--- src/rtl/pong_link_pkg.sv ---
`default_nettype none
// +----------------------------------------------------------------------+
// | Module : pong_link_pkg                                               |
// | Brief  : Shared types and helpers for the board-to-board paddle     |
// |          link (pos_link_rx / pos_link_tx).                           |
// | Rev    : 1.0  initial release                                        |
// +----------------------------------------------------------------------+
package pong_link_pkg;

  localparam int POS_W           = 10;
  localparam int FRAME_DATA_BITS = 10;

  typedef enum logic [2:0] {
    IDLE   = 3'd0,
    START  = 3'd1,
    DATA   = 3'd2,
    PARITY = 3'd3,
    STOP   = 3'd4,
    BREAK  = 3'd5
  } link_rx_state_t;

  // Even parity bit for a paddle word: the XOR of all data bits.
  function automatic logic even_parity(input logic [9:0] d);
    return ^d;
  endfunction

endpackage
`default_nettype wire

--- src/rtl/pos_link_rx_if.sv ---
`default_nettype none
// +----------------------------------------------------------------------+
// | Module : pos_link_rx_if                                              |
// | Brief  : Serial line plus decoded position/status bundle for the    |
// |          paddle link receiver.                                       |
// | Rev    : 1.0  initial release                                        |
// +----------------------------------------------------------------------+
interface pos_link_rx_if;
  import pong_link_pkg::*;

  logic             rx_serial;
  logic [POS_W-1:0] pos;
  logic             pos_valid;
  logic             parity_err;
  logic             frame_err;
  logic             link_up;

  // Peer/consumer side: drives the wire, observes the decoded result.
  modport master (
    output rx_serial,
    input  pos, pos_valid, parity_err, frame_err, link_up
  );

  // Receiver side.
  modport slave (
    input  rx_serial,
    output pos, pos_valid, parity_err, frame_err, link_up
  );

endinterface
`default_nettype wire

--- src/rtl/bit_sync2.sv ---
`default_nettype none
// +----------------------------------------------------------------------+
// | Module : bit_sync2                                                   |
// | Brief  : Two-flop synchronizer for a single asynchronous bit, with  |
// |          a configurable reset value.                                 |
// | Rev    : 1.0  initial release                                        |
// +----------------------------------------------------------------------+
module bit_sync2 #(
  parameter logic RESET_VAL = 1'b1
) (
  input  wire logic clk,
  input  wire logic rst,
  input  wire logic i_d,
  output logic      o_q
);

  logic r_meta;
  logic r_sync;

  // Two back-to-back flops; the first may go metastable, the second settles it.
  always_ff @(posedge clk) begin
    if (rst) begin
      r_meta <= RESET_VAL;
      r_sync <= RESET_VAL;
    end else begin
      r_meta <= i_d;
      r_sync <= r_meta;
    end
  end

  assign o_q = r_sync;

endmodule
`default_nettype wire

--- src/rtl/pos_link_rx.sv ---
`default_nettype none
// +----------------------------------------------------------------------+
// | Module : pos_link_rx                                                 |
// | Brief  : Oversampling receiver for the peer paddle position. Checks |
// |          start/parity/stop framing, holds the last good position    |
// |          and tracks link health with a frame timeout.               |
// | Rev    : 1.0  initial release                                        |
// +----------------------------------------------------------------------+
module pos_link_rx
  import pong_link_pkg::*;
#(
  parameter int CLKS_PER_BIT = 65,
  parameter int TIMEOUT_CLKS = 1300000,
  parameter int RESET_POS    = 377
) (
  input  wire logic    clk65MHz,
  input  wire logic    rst,
  pos_link_rx_if.slave link
);

  localparam int c_BAUD_W = $clog2(CLKS_PER_BIT);
  localparam int c_TO_W   = $clog2(TIMEOUT_CLKS + 1);

  localparam logic [c_BAUD_W-1:0] c_HALF_M1  = c_BAUD_W'(CLKS_PER_BIT / 2 - 1);
  localparam logic [c_BAUD_W-1:0] c_FULL_M1  = c_BAUD_W'(CLKS_PER_BIT - 1);
  localparam logic [c_TO_W-1:0]   c_TO_MAX   = c_TO_W'(TIMEOUT_CLKS);
  localparam logic [c_TO_W-1:0]   c_TO_LAST  = c_TO_W'(TIMEOUT_CLKS - 1);
  localparam logic [3:0]          c_LAST_BIT = 4'(FRAME_DATA_BITS - 1);
  localparam logic [POS_W-1:0]    c_RESET_POS = POS_W'(RESET_POS);

  logic w_rx_s;

  link_rx_state_t r_state, w_state_nxt;
  logic [c_BAUD_W-1:0] r_baud, w_baud_nxt;
  logic [3:0]          r_bit, w_bit_nxt;
  logic [POS_W-1:0]    r_shift, w_shift_nxt;
  logic                r_par, w_par_nxt;

  logic w_tick;
  logic w_good;
  logic w_par_err;
  logic w_frm_err;

  logic [POS_W-1:0]  r_pos;
  logic              r_pos_valid;
  logic              r_parity_err;
  logic              r_frame_err;
  logic              r_link_up;
  logic [c_TO_W-1:0] r_to_cnt;

  bit_sync2 #(
    .RESET_VAL (1'b1)
  ) u_sync (
    .clk (clk65MHz),
    .rst (rst),
    .i_d (link.rx_serial),
    .o_q (w_rx_s)
  );

  // State register for the frame decoder.
  always_ff @(posedge clk65MHz) begin
    if (rst) r_state <= IDLE;
    else     r_state <= w_state_nxt;
  end

  // Baud/bit counters and data shift register.
  always_ff @(posedge clk65MHz) begin
    if (rst) begin
      r_baud  <= '0;
      r_bit   <= '0;
      r_shift <= '0;
      r_par   <= 1'b0;
    end else begin
      r_baud  <= w_baud_nxt;
      r_bit   <= w_bit_nxt;
      r_shift <= w_shift_nxt;
      r_par   <= w_par_nxt;
    end
  end

  // Next-state logic: every bit is sampled when the baud counter hits zero,
  // which lands mid-bit because the start bit is timed with half a period.
  always_comb begin
    w_state_nxt = r_state;
    w_baud_nxt  = r_baud;
    w_bit_nxt   = r_bit;
    w_shift_nxt = r_shift;
    w_par_nxt   = r_par;
    w_good      = 1'b0;
    w_par_err   = 1'b0;
    w_frm_err   = 1'b0;
    w_tick      = (r_baud == '0);

    case (r_state)
      IDLE: begin
        if (!w_rx_s) begin
          w_baud_nxt  = c_HALF_M1;
          w_bit_nxt   = '0;
          w_state_nxt = START;
        end
      end
      START: begin
        if (!w_tick) begin
          w_baud_nxt = r_baud - 1'b1;
        end else if (w_rx_s) begin
          // Line already back high: a glitch, not a start bit.
          w_state_nxt = IDLE;
        end else begin
          w_baud_nxt  = c_FULL_M1;
          w_state_nxt = DATA;
        end
      end
      DATA: begin
        if (!w_tick) begin
          w_baud_nxt = r_baud - 1'b1;
        end else begin
          // LSB first: shift right so d[0] ends up in bit 0.
          w_shift_nxt = {w_rx_s, r_shift[POS_W-1:1]};
          w_baud_nxt  = c_FULL_M1;
          if (r_bit == c_LAST_BIT) w_state_nxt = PARITY;
          else                     w_bit_nxt   = r_bit + 1'b1;
        end
      end
      PARITY: begin
        if (!w_tick) begin
          w_baud_nxt = r_baud - 1'b1;
        end else begin
          w_par_nxt   = w_rx_s;
          w_baud_nxt  = c_FULL_M1;
          w_state_nxt = STOP;
        end
      end
      STOP: begin
        if (!w_tick) begin
          w_baud_nxt = r_baud - 1'b1;
        end else if (!w_rx_s) begin
          // Bad stop bit wins; parity is meaningless on a broken frame.
          w_frm_err   = 1'b1;
          w_state_nxt = BREAK;
        end else if (even_parity(r_shift) != r_par) begin
          w_par_err   = 1'b1;
          w_state_nxt = IDLE;
        end else begin
          // Leave at mid-stop so a slightly fast peer's next start is caught.
          w_good      = 1'b1;
          w_state_nxt = IDLE;
        end
      end
      BREAK: begin
        if (w_rx_s) w_state_nxt = IDLE;
      end
      default: w_state_nxt = IDLE;
    endcase
  end

  // Registered outputs, link health timeout and held position.
  always_ff @(posedge clk65MHz) begin
    if (rst) begin
      r_pos        <= c_RESET_POS;
      r_pos_valid  <= 1'b0;
      r_parity_err <= 1'b0;
      r_frame_err  <= 1'b0;
      r_link_up    <= 1'b0;
      r_to_cnt     <= '0;
    end else begin
      r_pos_valid  <= w_good;
      r_parity_err <= w_par_err;
      r_frame_err  <= w_frm_err;
      if (w_good) begin
        r_pos     <= r_shift;
        r_link_up <= 1'b1;
        r_to_cnt  <= '0;
      end else begin
        if (r_to_cnt != c_TO_MAX) r_to_cnt <= r_to_cnt + 1'b1;
        // Counter is about to reach the limit: peer is gone, centre paddle.
        if (r_link_up && (r_to_cnt == c_TO_LAST)) begin
          r_link_up <= 1'b0;
          r_pos     <= c_RESET_POS;
        end
      end
    end
  end

  assign link.pos        = r_pos;
  assign link.pos_valid  = r_pos_valid;
  assign link.parity_err = r_parity_err;
  assign link.frame_err  = r_frame_err;
  assign link.link_up    = r_link_up;

endmodule
`default_nettype wire

--- src/flat_wrapper.sv ---
// flat-port wrapper written by rule: the top's interface ports become plain ports
module pos_link_rx_flat import pong_link_pkg::*;
#(
  parameter int CLKS_PER_BIT = 65,
  parameter int TIMEOUT_CLKS = 1300000,
  parameter int RESET_POS    = 377
)
  (clk65MHz, rst, link_rx_serial, link_pos, link_pos_valid, link_parity_err, link_frame_err, link_link_up);
  pos_link_rx_if link_i ();
  input  wire logic clk65MHz;
  input  wire logic rst;
  input wire logic [$bits(link_i.rx_serial)-1:0] link_rx_serial;
  output wire logic [$bits(link_i.pos)-1:0] link_pos;
  output wire logic [$bits(link_i.pos_valid)-1:0] link_pos_valid;
  output wire logic [$bits(link_i.parity_err)-1:0] link_parity_err;
  output wire logic [$bits(link_i.frame_err)-1:0] link_frame_err;
  output wire logic [$bits(link_i.link_up)-1:0] link_link_up;
  assign link_i.rx_serial = link_rx_serial;
  assign link_pos = link_i.pos;
  assign link_pos_valid = link_i.pos_valid;
  assign link_parity_err = link_i.parity_err;
  assign link_frame_err = link_i.frame_err;
  assign link_link_up = link_i.link_up;
  pos_link_rx #(.CLKS_PER_BIT(CLKS_PER_BIT), .TIMEOUT_CLKS(TIMEOUT_CLKS), .RESET_POS(RESET_POS)) u_core (.clk65MHz(clk65MHz), .rst(rst), .link(link_i));
endmodule
--- config.mk ---
export PLATFORM = sky130hd
export DESIGN_NAME = pos_link_rx_flat
export DESIGN_NICKNAME = d
export VERILOG_FILES = /design/src/rtl/pong_link_pkg.sv /design/src/rtl/pos_link_rx_if.sv /design/src/rtl/bit_sync2.sv /design/src/rtl/pos_link_rx.sv /design/src/flat_wrapper.sv
export SDC_FILE = /design/constraint.sdc
export NUM_CORES = 1
export LEC_CHECK = 0
export CORE_MARGIN = 8
export CORE_UTILIZATION = 45
export DETAILED_ROUTE_END_ITERATION = 7
export SLEW_MARGIN = 20
export SYNTH_ARGS = -nofsm -noshare
export SYNTH_HDL_FRONTEND = slang
export SYNTH_HIERARCHICAL = 1
export SYNTH_SLANG_ARGS = --single-unit
--- constraint.sdc ---
create_clock -name clk65MHz -period 5.09 [get_ports clk65MHz]
set_input_delay 1.018 -clock clk65MHz [delete_from_list [all_inputs] [get_ports clk65MHz]]
set_output_delay 1.018 -clock clk65MHz [all_outputs]
set_load 0.02 [all_outputs]
# == Word level (Yosys, flattened, before mapping) ==
# Index checks and enable logic that the tools add are counted.
# totals
ff_bits,62
in_bits,3
out_inout_bits,14
wordCells,84
# classes
add_sub_neg,3
eq_ne,19
mux,30
bitwise,3
reduce_logical,16
# op_table
op,n
$mux W7,5
$pmux W7 S4,1
$mux W3,8
$add A21 B1 Y21 const B,1
$eq A21 B21 Y1 const B,1
$ne A21 B21 Y1 const B,1
$mux W10,2
$pmux W3 S6,1
$mux W4,3
$ne A2 B1 Y1 const B,5
$reduce_xor A10 Y1,1
$mux W1,8
$ne A2 B2 Y1 const B,4
$pmux W4 S2,1
$reduce_and A4 Y1,2
$logic_not A7 Y1,1
$reduce_and A7 Y1,1
$sub A7 B1 Y7 const B,1
$eq A3 B2 Y1 const B,2
$eq A3 B3 Y1 const B,2
$add A4 B1 Y4 const B,1
$eq A4 B4 Y1 const B,1
$reduce_and A2 Y1,2
$reduce_bool A2 Y1,2
11 further kinds,14

# == Longest topological paths before layout ==
# Gate-level depths: netlist (run 1).
# depth
word_depth,7
mapped_depth,9
depth_no_buf,7

# == Hierarchy ==
# Netlist (run 1), hierarchy kept.
# by_module_without_submodules
module,n_inst,cells_each,area_per_inst_um2,seq_area_each_um2
pos_link_rx,1,327,2924.1,1201.2
bit_sync2,1,4,52.6,40.0

# == Worst setup path after synthesis (run 1) ==
# Ideal clock, no wire load.
# synth_path
kind,input port to flip-flop
from,in rst
to,"reg u_core.r_pos[0], in the netlist u_core/link.pos[0]"
setup_time_ns,0.072
t_arrival_ns,1.705
required_ns,5.018
path_slack_ns,3.314
path_stages,4
n_path_buf,2
cell_sequence,clkbuf_1 -> clkbuf_1 -> nor2_1 -> mux2i_1
# synth_lines
item,line,rtl
"start, declared",flat_wrapper.sv:11,input wire logic rst;
"end signal, assigned",pos_link_rx.sv:159,r_pos <= c_RESET_POS;
"end signal, assigned",pos_link_rx.sv:170,r_pos <= r_shift;
"end signal, assigned",pos_link_rx.sv:178,r_pos <= c_RESET_POS;
"end, declared",pos_link_rx.sv:44,logic [POS_W-1:0] r_pos;

# == Worst setup path in the final report (run 1) ==
# layout_path
from,reg u_core.r_baud[0]
to,reg u_core.r_bit[1]
# layout_via
elab_chain_len,3
# layout_lines
item,line,rtl
"start, declared",pos_link_rx.sv:34,"logic [c_BAUD_W-1:0] r_baud, w_baud_nxt;"
"start signal, assigned",pos_link_rx.sv:74,r_baud <= w_baud_nxt;
$logic_not A7 Y1,pos_link_rx.sv:92,w_tick = (r_baud == '0);
$ne A2 B1 Y1 (no line),n/a,
$reduce_and A4 Y1 (no line),n/a,
"end signal, assigned",pos_link_rx.sv:75,r_bit <= w_bit_nxt;
"end, declared",pos_link_rx.sv:35,"logic [3:0] r_bit, w_bit_nxt;"
# No other way between the ends.
# A chain may end at the register's enable or synchronous reset.

==> metrics.cfg, run 1 <==
[global_route]
first_pass_grt_wire_length_um=9950
grt_pass1_vias=2143
grt_util_all_layers_pct=12.4
antenna_found_initial=0
maximum_number_of_pins_on_one_net_before_global_route_repair=27
grt_overflow=0

[hold_path]
worstHoldPathType=flop to flop

[finish]
area_growth_pct=12.9
fillers=612
drive_gt1_share_pct=7.18
final_cells=425
num_antenna_cells=0
finalNetCount=352

[yosys]
synthesis.nets=340
ys_seq_elements=62
synthesis.yosys.warnings=6
synth_edf_count=0
synth_compound_gate_area_share_pct=9.42
yosys-mux-area-fraction_pct=8.11
synth_simple_gate_area_share_pct=25.1
post_synth_fa_ha_maj_area_fraction_pct=2.52
netlist.area_leader.share_pct=41.7
synth_top_family_by_area=simple AND/OR/NAND/NOR gates
syn-instance-count=331
synth_seq_area_share_pct=41.7
netlist-cell-type-count=50
synth_largest_area_cell=sky130_fd_sc_hd__dfxtp_1
xor_xnor_cell_area_share_of_the_yosys_netlist_pct=9.63
synthFlopType=sky130_fd_sc_hd__dfxtp_1
synthesis.area_per_instance_um2=8.99
post_synth_arst_share_pct=0
syn_area_um2=2980
ys_top_cells_by_count=sky130_fd_sc_hd__dfxtp_1, sky130_fd_sc_hd__nor2_1, sky130_fd_sc_hd__mux2i_1
biggest_area_contributors_in_the_synthesized_netlist=sky130_fd_sc_hd__dfxtp_1, sky130_fd_sc_hd__mux2i_1, sky130_fd_sc_hd__nor2_1
yosys.cell_count.top_type=sky130_fd_sc_hd__dfxtp_1

[power]
power.density_nw_per_um2=304
vdd_ir_drop_max_uv=149
power.net_switching_mw=0.256
power_mw=1.02
power.share.switching_pct=25.1
clock_power_share_pct=42.0
p_seq_share_pct=49.5
p_leak_nw=1.26
logic_gate_share_of_total_power_pct=8.5
p_int_mw=0.766

[drt]
antenna_violating_nets_post_route=0
route.detailed.wl_per_inst_um=13.3
drt_pass1_iterations=4
initialDrtViolationCount=87
number_of_vias_in_the_routed_layout=2255
route.final.wire_length_um=5630
vias_per_cell=5.31
drt_drc_violations_left=0

[cts]
cts_setup_buffers=0
ctsHoldBuffers=0
cts-buffers-inserted=9
cts_resized=0
cts_htree_levels=3
tritoncts_clock_tree=yes
max-clock-path-buffers=2
numClockSinks=62
worst_skew_pair_latency_ps=330
clockRootBuffer=sky130_fd_sc_hd__clkbuf_8
cts.clk_slew.worst_paths_ps=70

[sta]
setup-tns-final_ps=0
setup_viol=0
layout_min_cycle_time_ps=2840
finClkSkew_ps=8.36
grt_setup_unrepaired=no
final_hold_slack_ps=411
tightest_slew_ps=863
timing.slew.headroom_pct=42.5
clock.fmax_mhz=352
final-max-slew-violation-count=0
fin_crit_sh_pct=55.8
final-hold-violation-count=0

[placed_design]
io_buffer_count=16
final_replace_weighted_congestion=0.804
detailed_place_hpwl_um=3850
dp_cells=409

[floorplan]
die_area_um2=9470
die_w_um=97.3
initial_core_util_pct=46.6
placementRows=29
die_h_um=97.3
core_area_um2=6390
ios=17

[run]
max_cap_violations=0

[status]
run_status=finished, final reports clean

[critical_path]
setup.worst_path.start_class=flop
timing.critical_path.slowest_cell_delay_ps=630
critical_path_required_ps=5340
crit_path_cell_trace=inv_1, ha_1, nor2b_1, and2_1, nand3_1, or4_1, a21oi_1
timing.critical_path.fanout_max=14
worstPathArrival_ps=3090
critical_path_top_delay_cell=sky130_fd_sc_hd__nand3_1
critical_path_class=flop to flop
worstSetupEndpointType=flop

==> worst max-delay path, delay by kind of cell, from the launching register on <==
family | cells | cell delay, ps
AND/OR/NAND/NOR | 4 | 1970
buffers and inverters | 1 | 110
flip-flops | 1 | 330
AO/OA/AOI/OAI | 1 | 150
adder cells (fa/ha/maj) | 1 | 180
==> flip-flops by register name (all words and copies together), names as in the netlist <==
signal                  count
u_core/r_shift             10
u_core/link.pos            10
u_core/link.frame_err       1
u_core/link.pos_valid       1
u_core/r_bit                4
u_core/r_state              3
u_core/r_par                1
u_core/u_sync/r_meta        1
u_core/link.link_up         1
u_core/r_to_cnt            21
u_core/link.parity_err      1
u_core/u_sync/o_q           1
u_core/r_baud               7
==> cell usage in the layout (no fill, tap or decap), types with 3 or more instances in the layout <==
| cell | instances |
|---|---|
| sky130_fd_sc_hd__clkdlybuf4s50_1 | 16 |
| sky130_fd_sc_hd__xnor2_1 | 15 |
| sky130_fd_sc_hd__ha_1 | 6 |
| sky130_fd_sc_hd__nor4_1 | 5 |
| sky130_fd_sc_hd__clkbuf_8 | 10 |
| sky130_fd_sc_hd__mux2i_1 | 23 |
| sky130_fd_sc_hd__nor2_1 | 55 |
| sky130_fd_sc_hd__inv_1 | 7 |
| sky130_fd_sc_hd__nor3_1 | 9 |
| sky130_fd_sc_hd__o21ai_0 | 9 |
| sky130_fd_sc_hd__dfxtp_1 | 62 |
| sky130_fd_sc_hd__a21o_1 | 3 |
| sky130_fd_sc_hd__or3_1 | 3 |
| sky130_fd_sc_hd__nand2_1 | 14 |
| sky130_fd_sc_hd__and4_1 | 3 |
| sky130_fd_sc_hd__xor2_1 | 15 |
| sky130_fd_sc_hd__a21oi_1 | 12 |
| sky130_fd_sc_hd__nand4_1 | 7 |
| sky130_fd_sc_hd__nand2b_1 | 6 |
| sky130_fd_sc_hd__a211oi_1 | 3 |
| sky130_fd_sc_hd__nor2b_1 | 4 |
| sky130_fd_sc_hd__nor3b_1 | 5 |
| sky130_fd_sc_hd__nand3_1 | 17 |
==> kinds of logic (layout without fill, tap and decap cells) <==
kind of cell / after synthesis / after routing
AND/OR/NAND/NOR: 143 / 143
AO/OA/AOI/OAI: 42 / 42
XOR/XNOR: 31 / 31
buffers and inverters: 23 / 40
multiplexers: 24 / 24
flip-flops: 62 / 62
adder cells (fa/ha/maj): 6 / 6
==> layer usage <==
layer	wire length [µm]	vias to the layer above	part of all wire [%]	global-route usage (%)
li1	-	1179	-	-
met1	2970	1040	53	16.3
met2	2370	29	42	18.2
met3	214	7	3.8	3.20
met4	74	0	1.3	6.29
met5	0	-	0	0
==> power by group through the flow <==
stage          Clock (mW)  Sequential (mW)  Combinational (mW)
2_1_floorplan           0            0.513              0.0778
3_5_place_dp            0            0.517              0.0859
3_3_place_gp            0            0.517              0.0855
5_1_grt             0.465            0.507              0.0983
4_1_cts             0.444            0.506              0.0864
6_report            0.430            0.506              0.0864
==> final timing paths <==
kind | from | end | cells past startpoint | slack [ps]
min reg2reg | u_core/u_sync/r_meta | u_core/u_sync/o_q | 1 | 410
max reg2reg | u_core/r_baud[0] | u_core/r_bit[1] | 7 | 2250
max | u_core/r_baud[0] | u_core/r_bit[1] | 7 | 2250
min | u_core/u_sync/r_meta | u_core/u_sync/o_q | 1 | 410
==> cell type report <==
type / instances / area, µm² / area share [%]
Tap cell: 77 / 96.3 / 2.87
Clock buffer: 11 / 141 / 4.21
Sequential cell: 62 / 1240 / 36.9
Multi-Input combinational cell: 246 / 1630 / 48.5
Inverter: 7 / 26.3 / 0.782
Timing Repair Buffer: 17 / 168 / 4.99
Clock inverter: 5 / 58.8 / 1.75
==> per-stage QoR <==
stage	worst slack (ps)	util [%]	area (µm²)
floorplan	3310	-	2980
global placement	2110	49.5	3160
detailed placement	2070	49.5	3160
CTS	2240	52.6	3360
global route	2000	52.6	3360
finish	2250	52.6	3360
(Power assumes the default switching activity.)
==> run 2: changes to the inputs <==
Settings changed: PLACE_DENSITY from default to 0.65.
Clock period 5.09 ns to 2.6 ns, I/O delays scaled along.
==> run 2 against run 1 <==
Count of clock-buffer cells in the layout shrank 2; clock power grew 130%; critical path type unchanged; critical endpoint is now u_core/r_to_cnt[12]; wire length grew 0.67%; largest power group is now clock; global-route usage up 0.26 points; highest routed layer unchanged; utilization increased by 1.0 points; largest cell class unchanged.
==> metrics.cfg, run 2 (synthesis results as in run 1) <==
[global_route]
maximum_number_of_pins_on_one_net_before_global_route_repair=23  ; -15%
first_pass_grt_wire_length_um=10100  ; +1.4%
grt_overflow=0  ; unchanged
grt_pass1_vias=2186  ; +2.0%
grt_util_all_layers_pct=12.7  ; +0.26 points
antenna_found_initial=0  ; unchanged

[placed_design]
dp_cells=413  ; +0.98%
final_replace_weighted_congestion=0.822  ; +2.2%
detailed_place_hpwl_um=3950  ; +2.5%
io_buffer_count=16  ; unchanged

[finish]
drive_gt1_share_pct=8.52  ; +1.3 points
finalNetCount=356  ; +1.1%
number_of_flip_flops_under_the_largest_register_name=21  ; unchanged
max_flop_register=u_core/r_to_cnt
num_antenna_cells=0  ; unchanged
fillers=625  ; +2.1%
area_growth_pct=15.2
final_common_cell=sky130_fd_sc_hd__dfxtp_1
final_cells=429  ; +0.94%
final_cell_mix=sky130_fd_sc_hd__dfxtp_1, sky130_fd_sc_hd__nor2_1, sky130_fd_sc_hd__mux2i_1

[critical_path]
r2r_start=u_core/r_state[2]
timing.critical_path.fanout_max=21  ; +7
worstSetupEndpointType=flop
worst_r2r_endpoint=u_core/r_to_cnt[12]
worstRegToRegCells=5  ; -2
critical_path_class=flop to flop
critPathLaunch=u_core/r_state[2]
worstPathArrival_ps=2190  ; -900 ps
setup.worst_path.start_class=flop
setup.worst_path.end=u_core/r_to_cnt[12]
r2r_slack_ps=630  ; -1620 ps
critical_path_required_ps=2830  ; -2510 ps

[drt]
antenna_violating_nets_post_route=0  ; unchanged
number_of_vias_in_the_routed_layout=2310  ; +2.4%
route.final.wire_length_um=5670  ; +0.67%
route.detailed.wl_per_inst_um=13.2  ; -0.26%
initialDrtViolationCount=102  ; +17%
vias_per_cell=5.38  ; +1.5%
drt_pass1_iterations=4  ; unchanged
drt_drc_violations_left=0  ; unchanged

[sta]
clock.fmax_mhz=508  ; +44%
setup_viol=0  ; unchanged
timing.slew.headroom_pct=52.8  ; +10 points
final-max-slew-violation-count=0  ; unchanged
layout_min_cycle_time_ps=1970  ; -874 ps
final-hold-violation-count=0  ; unchanged
setup-tns-final_ps=0  ; unchanged
grt_setup_unrepaired=no
fin_crit_sh_pct=75.7  ; +20 points
tightest_slew_ps=701  ; -162 ps
finClkSkew_ps=6.85  ; -1.51 ps

[cts]
numClockSinks=62  ; unchanged
clockRootBuffer=sky130_fd_sc_hd__clkbuf_8
cts_resized=0  ; unchanged
cts.clk_slew.worst_paths_ps=70  ; about the same
ctsHoldBuffers=0  ; unchanged
tritoncts_clock_tree=yes
cts-buffers-inserted=9  ; unchanged
worst_skew_pair_latency_ps=340  ; about the same
cts_htree_levels=3  ; unchanged
max-clock-path-buffers=2  ; unchanged
cts_setup_buffers=0  ; unchanged

[floorplan]
die_area_um2=9470  ; unchanged
ios=17  ; unchanged
die_h_um=97.3  ; unchanged
initial_core_util_pct=46.6  ; unchanged
die_w_um=97.3  ; unchanged
core_area_um2=6390  ; unchanged
placementRows=29  ; unchanged

[run]
max_cap_violations=0  ; unchanged

[hold_path]
worstHoldPathType=flop to flop

[power]
power.density_nw_per_um2=634  ; +110%
vdd_ir_drop_max_uv=619  ; +320%
p_leak_nw=1.30  ; +3.4%

[status]
run_status=finished, final reports clean

==> run 2: changes by cell type in the layout (fill, tap and decap cells not counted), sizes merged <==
| cell | delta |
|---|---|
| clkinv | +1 |
| clkbuf | -2 |
| clkinvlp | -1 |
| buf | +4 |
| bufinv | +2 |
==> run 2: worst min-delay path by stage <==
stage	from	endpoint	cells past startpoint
floorplan	u_core/u_sync/r_meta	u_core/u_sync/o_q	1
global placement	u_core/u_sync/r_meta	u_core/u_sync/o_q	1
detailed placement	u_core/u_sync/r_meta	u_core/u_sync/o_q	1
CTS	u_core/u_sync/r_meta	u_core/u_sync/o_q	1
global route	u_core/u_sync/r_meta	u_core/u_sync/o_q	1
finish	u_core/u_sync/r_meta	u_core/u_sync/o_q	1
==> run 2: final cells by class <==
| type | count | area (µm²) | share of cell area [%] |
|---|---|---|---|
| Clock buffer | 9 | 124 | 3.61 |
| Sequential cell | 62 | 1240 | 36.2 |
| Tap cell | 77 | 96.3 | 2.81 |
| Multi-Input combinational cell | 246 | 1630 | 47.6 |
| Inverter | 7 | 26.3 | 0.766 |
| Timing Repair Buffer | 21 | 198 | 5.77 |
| Clock inverter | 7 | 113 | 3.28 |
==> run 2: worst max-delay path, stage by stage (launching register included) <==
cell and delay (ps):
sky130_fd_sc_hd__dfxtp_1 650, sky130_fd_sc_hd__nor3b_1 420, sky130_fd_sc_hd__nand3_2 260, sky130_fd_sc_hd__o21bai_2 180, sky130_fd_sc_hd__buf_4 250, sky130_fd_sc_hd__nor2_1 80
==> run 2: metrics by stage <==
stage                     setup slack (ps)  power (mW)  util [%]  hold slack, ps  area, µm²
after detailed placement               634        1.19      50.0             391       3190
after floorplan                        880        1.16         -             383       2980
after CTS                              619        2.20      53.7             399       3430
after global placement                 694        1.19      50.0             391       3190
final                                  633        2.17      53.7             400       3430
after global routing                   396        2.27      53.7             419       3430
==> run 2: routing by layer <==
layer  vias up  global-route usage, %  share of wire, %
met4         0                   5.94               1.6
met5         -                      0                 0
met2        43                   19.1                44
li1       1180                      -                 -
met3         7                   3.98               4.9
met1      1080                   16.0                50
==> run 2: where the power goes <==
| part | internal (mW) | total [mW] | switching [mW] |
|---|---|---|---|
| logic | 0.0719 | 0.178 | 0.106 |
| clock network | 0.631 | 1.00 | 0.374 |
| registers | 0.967 | 0.991 | 0.0247 |
| total | 1.67 | 2.17 | 0.505 |
